$ cat config.mk
export PLATFORM = sky130hd
export DESIGN_NAME = data_mem_arbiter
export DESIGN_NICKNAME = d
export VERILOG_FILES = /design/src/rtl/data_mem_arbiter.sv
export SDC_FILE = /design/constraint.sdc
export NUM_CORES = 1
export LEC_CHECK = 0
export ABC_AREA = 1
export CORE_MARGIN = 10
export CORE_UTILIZATION = 40
export DETAILED_ROUTE_END_ITERATION = 8
export GPL_TIMING_DRIVEN = 0
export PLACE_DENSITY = 0.8
export REMOVE_ABC_BUFFERS = 1
export SLEW_MARGIN = 10
export SYNTH_ARGS = -nofsm -noshare
export SYNTH_HDL_FRONTEND = slang
export SYNTH_SLANG_ARGS = --single-unit
$ cat constraint.sdc
create_clock -name i_Clock -period 4.6 [get_ports i_Clock]
set_input_delay 0.69 -clock i_Clock [delete_from_list [all_inputs] [get_ports i_Clock]]
set_output_delay 0.69 -clock i_Clock [all_outputs]
set_load 0.02 [all_outputs]
$ cat src/rtl/data_mem_arbiter.sv
// Two-port arbiter in front of the single-port data memory: one access per grant, Done/Err pulse back.
// Optional ARB_ROUND_ROBIN_EN: alternate grants on contention instead of fixed port-0 priority.
module data_mem_arbiter #(
    parameter int unsigned ADDR_WIDTH = 32,
    parameter int unsigned DATA_WIDTH = 32,
    parameter int unsigned MEM_WORDS  = 1024
) (
    input  logic                  i_Clock,
    input  logic                  i_Reset,
    input  logic                  i_Req0,
    input  logic                  i_Wr0,
    input  logic [1:0]            i_Cmd0,
    input  logic [ADDR_WIDTH-1:0] i_Addr0,
    input  logic [DATA_WIDTH-1:0] i_WData0,
    input  logic                  i_Req1,
    input  logic                  i_Wr1,
    input  logic [1:0]            i_Cmd1,
    input  logic [ADDR_WIDTH-1:0] i_Addr1,
    input  logic [DATA_WIDTH-1:0] i_WData1,
    output logic                  o_Done0,
    output logic                  o_Err0,
    output logic                  o_Done1,
    output logic                  o_Err1,
    output logic [DATA_WIDTH-1:0] o_RData,
    output logic                  o_Mem_R_en,
    output logic                  o_Mem_W_en,
    output logic [ADDR_WIDTH-1:0] o_Mem_Address,
    output logic [DATA_WIDTH-1:0] o_Mem_W_data,
    output logic [1:0]            o_Mem_ReadCommand,
    output logic [1:0]            o_Mem_WriteCommand,
    input  logic [DATA_WIDTH-1:0] i_Mem_R_data
);

    typedef enum logic [1:0] {
        S_IDLE   = 2'd0,
        S_ACCESS = 2'd1,
        S_RESP   = 2'd2
    } state_t;

    state_t r_state;
    state_t w_next;

    logic                  r_id;
    logic                  r_err;
    logic                  r_wr;
    logic [DATA_WIDTH-1:0] r_RData;
    logic                  r_Mem_R_en;
    logic                  r_Mem_W_en;
    logic [ADDR_WIDTH-1:0] r_Mem_Address;
    logic [DATA_WIDTH-1:0] r_Mem_W_data;
    logic [1:0]            r_Mem_ReadCommand;
    logic [1:0]            r_Mem_WriteCommand;
`ifdef ARB_ROUND_ROBIN_EN
    logic                  r_last;
`endif

    logic                  w_req;
    logic                  w_sel;
    logic                  w_wr;
    logic [1:0]            w_cmd;
    logic [ADDR_WIDTH-1:0] w_addr;
    logic [DATA_WIDTH-1:0] w_wdata;
    logic                  w_illegal;

    assign w_req = i_Req0 | i_Req1;

    always_comb begin
        w_sel = ~i_Req0;
`ifdef ARB_ROUND_ROBIN_EN
        // on contention grant whichever port did not win last
        if (i_Req0 && i_Req1) begin
            w_sel = ~r_last;
        end
`endif
    end

    assign w_wr    = w_sel ? i_Wr1    : i_Wr0;
    assign w_cmd   = w_sel ? i_Cmd1   : i_Cmd0;
    assign w_addr  = w_sel ? i_Addr1  : i_Addr0;
    assign w_wdata = w_sel ? i_WData1 : i_WData0;

    always_comb begin
        w_illegal = 1'b0;
        case (w_cmd)
            2'd0:    w_illegal = (w_addr[1:0] != 2'b00);
            2'd1:    w_illegal = w_addr[0];
            2'd2:    w_illegal = 1'b0;
            default: w_illegal = 1'b1;
        endcase
        if ((w_addr >> 2) >= ADDR_WIDTH'(MEM_WORDS)) begin
            w_illegal = 1'b1;
        end
    end

    always_comb begin
        w_next  = r_state;
        o_Done0 = 1'b0;
        o_Done1 = 1'b0;
        o_Err0  = 1'b0;
        o_Err1  = 1'b0;
        case (r_state)
            S_IDLE: begin
                if (w_req) begin
                    w_next = w_illegal ? S_RESP : S_ACCESS;
                end
            end
            S_ACCESS: begin
                w_next = S_RESP;
            end
            S_RESP: begin
                w_next  = S_IDLE;
                o_Done0 = ~r_id;
                o_Done1 = r_id;
                o_Err0  = ~r_id & r_err;
                o_Err1  = r_id & r_err;
            end
            default: begin
                w_next = S_IDLE;
            end
        endcase
    end

    always_ff @(posedge i_Clock or posedge i_Reset) begin
        if (i_Reset) begin
            r_state <= S_IDLE;
        end else begin
            r_state <= w_next;
        end
    end

    always_ff @(posedge i_Clock or posedge i_Reset) begin
        if (i_Reset) begin
            r_id               <= 1'b0;
            r_err              <= 1'b0;
            r_wr               <= 1'b0;
            r_RData            <= '0;
            r_Mem_R_en         <= 1'b0;
            r_Mem_W_en         <= 1'b0;
            r_Mem_Address      <= '0;
            r_Mem_W_data       <= '0;
            r_Mem_ReadCommand  <= '0;
            r_Mem_WriteCommand <= '0;
`ifdef ARB_ROUND_ROBIN_EN
            r_last             <= 1'b1;
`endif
        end else begin
            case (r_state)
                S_IDLE: begin
                    if (w_req) begin
                        r_id  <= w_sel;
                        r_err <= w_illegal;
                        r_wr  <= w_wr;
`ifdef ARB_ROUND_ROBIN_EN
                        r_last <= w_sel;
`endif
                        // rejected requests leave every memory pin untouched
                        if (!w_illegal) begin
                            r_Mem_Address <= w_addr;
                            r_Mem_R_en    <= ~w_wr;
                            r_Mem_W_en    <= w_wr;
                            if (w_wr) begin
                                r_Mem_W_data       <= w_wdata;
                                r_Mem_WriteCommand <= w_cmd;
                            end else begin
                                r_Mem_ReadCommand  <= w_cmd;
                            end
                        end
                    end
                end
                S_ACCESS: begin
                    if (!r_wr) begin
                        r_RData <= i_Mem_R_data;
                    end
                    r_Mem_R_en <= 1'b0;
                    r_Mem_W_en <= 1'b0;
                end
                default: begin
                end
            endcase
        end
    end

    assign o_RData            = r_RData;
    assign o_Mem_R_en         = r_Mem_R_en;
    assign o_Mem_W_en         = r_Mem_W_en;
    assign o_Mem_Address      = r_Mem_Address;
    assign o_Mem_W_data       = r_Mem_W_data;
    assign o_Mem_ReadCommand  = r_Mem_ReadCommand;
    assign o_Mem_WriteCommand = r_Mem_WriteCommand;

endmodule
==> impl_metrics.json <==
{
  "outcome": "completed",
  "fin_util_pct": 64.1,
  "die-area_sq_mm": 0.0187,
  "crit_path_max_fanout": 86,
  "timing.rr.start": "r_state[1]",
  "syn_avg_cell_area_sq_um": 7.74,
  "critPathLaunch": "i_Req0",
  "skew_ps": 8.19,
  "dpl_cell_area_sq_mm": 0.00822,
  "rows": 42,
  "ys_ff_latch": 107,
  "routed_via_density": 4.62,
  "cpPeakStageDelay_ps": 680,
  "start_util_pct": 41.0,
  "end_kind": "flop",
  "numCtsBuffers": 9,
  "hold_depth": 2,
  "min_period_over_period_pct": 87.6,
  "grt_pass1_wl_microns": 26600,
  "core_sq_mm": 0.0133,
  "post_cts_buffers": 0,
  "max-cap-violations": 0,
  "grtUsageTotal_pct": 17.8,
  "firstDrtPassIters": 4,
  "grt_max_degree": 89,
  "fin_nets": 1123,
  "relSlewSlack_pct": 25.6,
  "ios": 276,
  "critical_path_class": "in2reg",
  "antenna_found_initial": 0,
  "cts_tree": "built",
  "r2r_cells": 6,
  "slew_violations": 0,
  "crit_path_frequent_cell": "nand2_1",
  "synth-seq-area-share_pct": 49.2,
  "dp_slack_ps": -331,
  "die_x_microns": 137,
  "intPower_mw": 1.54,
  "p_clk_share_pct": 35.5,
  "min_path_type": "reg2reg",
  "finalCriticalPeriod_ps": 4030,
  "power.total_mw": 2.09,
  "swShare_pct": 26.5,
  "timing.final.ws_setup_ps": 570,
  "syn_to_final_growth_pct": 56.4,
  "yosysUniqueCellTypes": 26,
  "synthCells": 704,
  "antennaDiodeCount": 0,
  "worstPathArrival_ps": 4300,
  "h-tree-depth": 3,
  "drt_iter0_markers": 258,
  "grt_pass1_vias": 4990,
  "clock.fmax_mhz": 248,
  "drc": 0,
  "ctsRootBufferMaster": "clkbuf_16",
  "drt.antenna.violating_nets": 0,
  "rsz0062_at_grt": "no",
  "combPwrFrac_pct": 18.3,
  "hold_start": "o_Mem_Address[16]",
  "clk_pin_slew_ps": 80,
  "ctsResizeCount": 0,
  "setup_violations": 0,
  "finalWirelength_microns": 17800,
  "p_per_area_mw_per_mm2": 246,
  "clk_latency_ps": 350,
  "wl_per_cell_microns": 15.7,
  "cpMaxStageDelayCell": "inv_2",
  "gp_congestion": 0.773,
  "startpoint_type": "input pin",
  "clock_path_buffers": 2,
  "fin_area_sq_mm": 0.00852,
  "route.vias.total": 5244,
  "drive_gt1_share_pct": 7.72,
  "syn_area_sq_mm": 0.00545,
  "clkSinkCount": 107,
  "die_h_microns": 137,
  "seqPwrFrac_pct": 46.2,
  "synth-warning-count": 0,
  "ir_worst_vdd_v": 0.000155,
  "path_cells": "buf_4 -> inv_2 -> or2_2 -> o21ai_2 -> clkinvlp_4 -> nand4_4 -> nand2_1 -> nand2_1",
  "port_buffers": 275,
  "p_leak_nw": 4.34,
  "cts_hold_buf": 0,
  "timing_hold_violations_final": 0,
  "worst_slew_pin_slew_ps": 1110,
  "grt_overflow_total": 0,
  "p_sw_mw": 0.554,
  "hpwl_microns": 13200,
  "cp.required_ps": 4870
}
-- metrics by stage --
stage / TNS [ps] / cells / hold WS (ps)
6_report: 0 / 1134 / 470
5_1_grt: 0 / 1134 / 492
4_1_cts: 0 / 1133 / 471
3_5_place_dp: -9270 / 1117 / 451
3_3_place_gp: -243970 / 1116 / 448
2_1_floorplan: 0 / 665 / 493
-- logic make-up (layout without fill, tap and decap cells) --
family / Yosys count / in the layout / share of synthesized area, %
multiplexers: 32 / 32 / 6.62
AND/OR/NAND/NOR: 444 / 445 / 33.9
AO/OA/AOI/OAI: 13 / 13 / 1.26
flip-flops: 107 / 107 / 49.2
buffers and inverters: 108 / 361 / 9.03
-- state kept, by name, indices dropped and copies added, names as in the netlist --
| signal | count |
|---|---|
| o_Mem_Address | 32 |
| o_Mem_R_en | 1 |
| o_Mem_ReadCommand | 2 |
| o_Mem_W_data | 32 |
| o_Mem_W_en | 1 |
| o_Mem_WriteCommand | 2 |
| o_RData | 32 |
| r_err | 1 |
| r_id | 1 |
| r_state | 2 |
| r_wr | 1 |
-- cells in the final DEF (no fill, tap or decap), drive strengths merged --
cell type        n
a21oi            2
clkinv           3
clkinvlp         2
and2             1
clkdlybuf4s50  274
buf              2
or2              2
mux2            32
nor2            27
nand3            5
nor3             2
nand2          367
nand4           41
dfrtp          107
o21ai           11
clkbuf           9
inv             71
-- path summary, 6_finish.rpt --
path / end / slack (ps)
setup / recovery: o_Mem_W_data[21] / 570
hold / removal: o_Mem_Address[16] / 470
setup reg to reg: o_Mem_W_data[21] / 1960
hold reg to reg: o_Mem_Address[16] / 470
max in group asynchronous: o_Mem_ReadCommand[1] / 3290
min in group asynchronous: o_Mem_Address[30] / 650
-- synth_stat cells --
| master | n | share of area [%] |
|---|---|---|
| a21oi_1 | 2 | 0.18 |
| nor3_1 | 2 | 0.18 |
| buf_1 | 5 | 0.34 |
| or2_1 | 1 | 0.11 |
| clkbuf_1 | 9 | 0.62 |
| mux2_2 | 32 | 6.6 |
| nor2_1 | 20 | 1.4 |
| nand4_4 | 1 | 0.39 |
| dfrtp_1 | 107 | 49 |
| buf_6 | 8 | 1.7 |
| nand4_1 | 40 | 4.6 |
| nor2_4 | 5 | 1.0 |
| nand3_1 | 4 | 0.37 |
| buf_4 | 2 | 0.28 |
| buf_2 | 15 | 1.4 |
| inv_1 | 61 | 4.2 |
| inv_2 | 8 | 0.55 |
| o21ai_1 | 2 | 0.18 |
| nor2_2 | 1 | 0.11 |
| nand2_1 | 366 | 25 |
| and2_0 | 1 | 0.11 |
| o21ai_2 | 1 | 0.16 |
| nand3_2 | 1 | 0.18 |
| nand2_2 | 1 | 0.11 |
| o21ai_0 | 8 | 0.74 |
| or2_2 | 1 | 0.11 |
-- power by group through the flow --
stage	Sequential, mW	Combinational [mW]	Clock, mW
finish	0.967	0.382	0.744
global route	0.969	0.420	0.808
global placement	0.985	0.382	0
floorplan	1.00	0.132	0
CTS	0.967	0.387	0.762
detailed placement	0.986	0.386	0
-- worst max-delay path, delay by kind of cell --
family                 cells  cell delay [ps]
AOI/OAI and AO/OA          1              120
buffers and inverters      3             1970
and+or+nand+nor            4             1410
-- per-layer routing --
metal / vias up / track usage [%] / routed length (microns)
met5: - / 0 / 0
met2: 201 / 30.7 / 8700
li1: 2667 / - / -
met3: 12 / 6.05 / 1590
met1: 2364 / 20.9 / 7290
met4: 0 / 4.44 / 223
-- layout make-up --
cell class | count | area (sq um)
tap | 176 | 220
clock buffer | 9 | 225
inverter | 69 | 268
sequential | 107 | 2680
timing repair buffer | 276 | 2780
clock inverter | 7 | 58.8
fill | 1172 | 4780
multi-input combinational | 490 | 2290
No activity file was read; power rests on OpenSTA's default activity.
==> variant 1: new RTL, config.mk and constraints unchanged <==
`ADDR_WIDTH`: 32 -> 36.
--- a/src/rtl/data_mem_arbiter.sv
+++ b/src/rtl/data_mem_arbiter.sv
@@ -1,7 +1,7 @@
 // Two-port arbiter in front of the single-port data memory: one access per grant, Done/Err pulse back.
 // Optional ARB_ROUND_ROBIN_EN: alternate grants on contention instead of fixed port-0 priority.
 module data_mem_arbiter #(
-    parameter int unsigned ADDR_WIDTH = 32,
+    parameter int unsigned ADDR_WIDTH = 36,
     parameter int unsigned DATA_WIDTH = 32,
     parameter int unsigned MEM_WORDS  = 1024
 ) (
Ports: changed (resized i_Addr0, i_Addr1 and o_Mem_Address); port bits go from 276 to 288. No check against the original RTL was run, so the function may have changed too.
==> variant 1 against the original RTL <==
- first-iteration DRC count increased by 20%
- routed wire length grew 3.9%
- sequential cell count grew 4
- register-to-register slack better by 0.12 ns
- cell count is 0.53% higher
- design area rose by 2.0%
- setup slack lost 0.15 ns
- area after synthesis is 0.46% higher
- power up 1.8%
- critical path depth rose by 4
- combinational power increased by 2%
==> variant 1: results (changes against the original RTL) <==
- Status: completed
- H-tree depth: 3 (unchanged)
- Largest net degree at the start of global routing: 81 (-9.0%)
- Final net count: 1137 (+1.2%)
- Crit path DAT: 4.40 ns (+0.10 ns)
- Final RePlAce weighted congestion: 0.854 (+10%)
- GRT Total Usage: 18.8% (+0.98 points)
- Leak: 4.47 nW (+3.0%)
- Via density per instance: 4.61 (-0.36%)
- Maximum VDD drop: 0.150 mV (-2.8%)
- Post-DP HPWL: 14.1 mm (+7.1%)
- Vias post-DR: 5253 (+0.17%)
- Synth top cells by count: nand2_1, dfrtp_1, inv_1, nand4_1, mux2_2
- DP Worst Slack: 0.0343 ns (+0.365 ns)
- DP Area: 0.00841 sq mm (+2.3%)
- Layout cells sized above 1: 6.74% (-0.98 points)
- WL final: 18.5 mm (+3.9%)
- CP top delay family: simple AND/OR/NAND/NOR gates
- Initial DRC count: 310 (+20%)
- Slowest cell on crit path: nor2_4
- Worst-Margin Slew: 0.996 ns (-0.118 ns)
- Vias in the first global route: 5207 (+4.3%)
- Yosys cell types: 24 (-7.7%)
- ANT cells: 0 (unchanged)
- Min-delay src: o_Mem_Address[27]
- Clock Skews: 0.00863 ns (+0.000442 ns)
- Max incr delay on CP: around 0.69 ns
- Global-route wire length before repair: 27.8 mm (+4.6%)
- Worst-path fanout max: 80 (-7.0%)
- Top cells by area, synth: dfrtp_1, nand2_1, mux2_2
- Synth Area per Inst: 7.85 sq um (+1.5%)
- Port bufs: 287 (+4.4%)
[variant 1: worst paths after layout]
check,cells past startpoint,end,slack (ns)
max in group asynchronous,3,o_RData[9],3.19
worst max register to register,7,o_Mem_W_data[3],2.08
worst min-delay path,2,o_Mem_Address[27],0.47
min in group asynchronous,2,o_Mem_Address[23],0.73
worst min register to register,2,o_Mem_Address[27],0.47
worst max-delay path,12,o_Mem_Address[4],0.42
[variant 1: cell type report]
type                       count  area (sq um)
timing repair buffer         289          2920
fill                        1092          4610
tap                          176           220
clock buffer                  11           243
sequential                   111          2780
clock inverter                 5          38.8
inverter                      70           270
multi-input combinational    478          2220
[variant 1: per-layer routing]
layer / GRT usage [%] / vias up / part of all wire, %
li1: - / 2667 / -
met1: 21.8 / 2363 / 40
met2: 32.3 / 205 / 49
met3: 6.67 / 18 / 9.3
met4: 4.92 / 0 / 1.3
met5: 0 / - / 0
[variant 1: kinds of logic (layout without fill, tap and decap cells)]
| kind of cell | after synthesis | in the layout | share of synthesized area, % |
|---|---|---|---|
| compound gates | 11 | 11 | 1.01 |
| flops | 111 | 111 | 50.8 |
| buf+inv | 108 | 375 | 8.78 |
| simple gates | 435 | 435 | 32.9 |
| mux | 32 | 32 | 6.59 |
[variant 1: power breakdown]
part / leakage, nW / internal [W] / switching, W
Clock: 0.137 / 0.000388 / 0.000354
Sequential: 1.47 / 0.000994 / 0.00000890
Combinational: 2.86 / 0.000212 / 0.000176
[variant 1: tightest hold or removal path, cell delays in order, from the launching register on]
cell and delay [ns]:
dfrtp_1 0.34, nand2_1 0.05, inv_1 0.04
==> variant 2: new RTL, same flow settings <==
Made on the original files. Put a register stage on the output `o_Err0`, cleared by the reset. The value now appears one clock later. The other outputs are not delayed to match.
--- a/src/rtl/data_mem_arbiter.sv
+++ b/src/rtl/data_mem_arbiter.sv
@@ -37,6 +37,8 @@
         S_RESP   = 2'd2
     } state_t;
 
+    logic o_Err0_d;
+
     state_t r_state;
     state_t w_next;
 
@@ -96,7 +98,7 @@
         w_next  = r_state;
         o_Done0 = 1'b0;
         o_Done1 = 1'b0;
-        o_Err0  = 1'b0;
+        o_Err0_d = 1'b0;
         o_Err1  = 1'b0;
         case (r_state)
             S_IDLE: begin
@@ -111,7 +113,7 @@
                 w_next  = S_IDLE;
                 o_Done0 = ~r_id;
                 o_Done1 = r_id;
-                o_Err0  = ~r_id & r_err;
+                o_Err0_d = ~r_id & r_err;
                 o_Err1  = r_id & r_err;
             end
             default: begin
@@ -188,4 +190,12 @@
     assign o_Mem_ReadCommand  = r_Mem_ReadCommand;
     assign o_Mem_WriteCommand = r_Mem_WriteCommand;
 
+    always_ff @(posedge i_Clock or posedge i_Reset) begin
+        if (i_Reset) begin
+            o_Err0 <= '0;
+        end else begin
+            o_Err0 <= o_Err0_d;
+        end
+    end
+
 endmodule
Function: changed (a bounded check fails within 4 cycles, from zero or initial values and one cycle with i_Reset high).
==> variant 2 against the original RTL <==
- clock power is 2% lower
- core utilization is 0.075 points higher
- design area is 0.12% higher
- setup slack better by 0.088 ns
- via count grew 0.11%
- area after synthesis grew 0.46%
- first-iteration DRC count down 8.5%
- power is 0.21% lower
- routed wire length rose by 2.2%
- sequential cell count is 1 higher
- critical path type unchanged
- largest power group unchanged
==> variant 2: results (changes against the original RTL) <==
- Status: completed
- Leak: 4.35 nW (+0.26%)
- Initial DRC count: 236 (-8.5%)
- Synth Area per Inst: 7.76 sq um (+0.32%)
- Synth top cells by count: nand2_1, dfrtp_1, inv_1, nand4_1, mux2_2
- Initial antenna violation count: 0 (unchanged)
- Worst-path fanout max: 86 (unchanged)
- Cell Count Post-Placement: 1118 (+0.090%)
- Slew headroom: 24.0% (-1.6 points)
- Post-synthesis sequential area ratio: 49.4% (+0.23 points)
- Num CTS Buffers: 9 (unchanged)
- Layout cells sized above 1: 7.62% (-0.10 points)
- Vias in the first global route: 5048 (+1.2%)
- GRT Total Usage: 17.8% (-0.024 points)
- Clock Skews: 0.00698 ns (-0.00121 ns)
- Wire length per cell after detailed routing: 16.0 um (+2.2%)
- Via density per instance: 4.63 (+0.11%)
- Routed Antenna Nets: 0 (unchanged)
- Global-route wire length before repair: 26.8 mm (+0.86%)
- DR pass1 iterations: 4 (unchanged)
- Skew-Pair Late Insertion Delay: approximately 0.34 ns
- H-tree depth: 3 (unchanged)
- Longest Clk Path Bufs: 2 (unchanged)
- Crit path DAT: 4.18 ns (-0.12 ns)
- ANT cells: 0 (unchanged)
- Hold depth: 1 (-1)
- Worst Hold Class: register to register
- Reg2Reg Depth: 6 (unchanged)
- Largest net degree at the start of global routing: 89 (unchanged)
- Top cells by area, synth: dfrtp_1, nand2_1, mux2_2
- Clk pin slew, worst setup/hold paths: roughly 0.07 ns
- Root Buffer: clkbuf_16
- Post-DP HPWL: 13.5 mm (+2.4%)
- Port bufs: 275 (unchanged)
- Synth warn: 0 (unchanged)
- Psw: 0.000545 W (-1.6%)
- Maximum VDD drop: 0.143 mV (-7.5%)
- Vias post-DR: 5250 (+0.11%)
- Yosys cell types: 26 (unchanged)
- Post-CTS resize count: 0 (unchanged)
- Setup Buffers After CTS: 0 (unchanged)
- Final net count: 1124 (+0.089%)
- Synth async-reset ratio: 100% (unchanged)
- Final RePlAce weighted congestion: 0.783 (+1.3%)
[variant 2: changes by cell type after synthesis]
cell / delta
dfrtp_1: +1
[variant 2: worst paths after layout]
path | startpoint | to | slack (ns)
hold reg to reg | r_id | o_Err0 | 0.47
max in group asynchronous | i_Reset | o_Mem_ReadCommand[0] | 3.26
setup reg to reg | r_state[1] | o_Mem_W_data[6] | 1.96
min in group asynchronous | i_Reset | o_RData[21] | 0.67
setup / recovery | i_Req0 | o_Mem_Address[23] | 0.66
hold / removal | r_id | o_Err0 | 0.47
[variant 2: cells by family (layout without fill, tap and decap cells)]
| family | Yosys count | in the layout | share of synthesized area (%) |
|---|---|---|---|
| muxes | 32 | 32 | 6.59 |
| buffers and inverters | 108 | 360 | 8.99 |
| AOI/OAI and AO/OA | 13 | 13 | 1.26 |
| DFF | 108 | 108 | 49.4 |
| and+or+nand+nor | 444 | 445 | 33.8 |
[variant 2: metrics by stage]
| step | hold WS (ns) | power (W) | setup TNS (ns) | instance area, sq um | setup slack, ns |
|---|---|---|---|---|---|
| 3_3_place_gp | 0.445 | 0.00138 | -248.86 | 8210 | -2.84 |
| 3_5_place_dp | 0.451 | 0.00138 | -8.67 | 8240 | -0.314 |
| 6_report | 0.465 | 0.00209 | 0 | 8530 | 0.658 |
| 5_1_grt | 0.492 | 0.00218 | 0 | 8530 | 0.244 |
| 2_1_floorplan | 0.434 | 0.00115 | 0 | 5240 | 1.06 |
| 4_1_cts | 0.466 | 0.00211 | 0 | 8520 | 0.0241 |
[variant 2: power groups by stage]
stage / Combinational [W] / Clock (W) / Sequential (W)
floorplan: 0.000131 / 0 / 0.00102
global placement: 0.000382 / 0 / 0.000996
detailed placement: 0.000387 / 0 / 0.000997
CTS: 0.000388 / 0.000746 / 0.000978
global route: 0.000421 / 0.000777 / 0.000980
finish: 0.000383 / 0.000728 / 0.000978
[variant 2: layout make-up]
type	count	area, sq um
clock buffers	9	225
clock inverters	6	47.5
fillers	1149	4770
inverters	69	264
multi-input cells	490	2290
flip-flops and latches	108	2700
well taps	176	220
repair buffers	276	2780
[variant 2: worst max-delay path, stage by stage]
cell	delay (ns)
buf_4	0.63
inv_2	0.69
nand2_1	0.19
nand2_1	0.16
nand2_1	0.12
inv_1	0.04
nor2_1	0.09
nand2_1	0.16
nor2_4	0.52
nand2_2	0.52
nand2_1	0.25
inv_2	0.04
[variant 2: metal layers]
layer | GRT usage [%] | wire, um | vias up
li1 | - | - | 2666
met1 | 21.4 | 7520 | 2367
met2 | 30.4 | 8870 | 199
met3 | 5.43 | 1560 | 18
met4 | 4.57 | 249 | 0
met5 | 0 | 0 | -
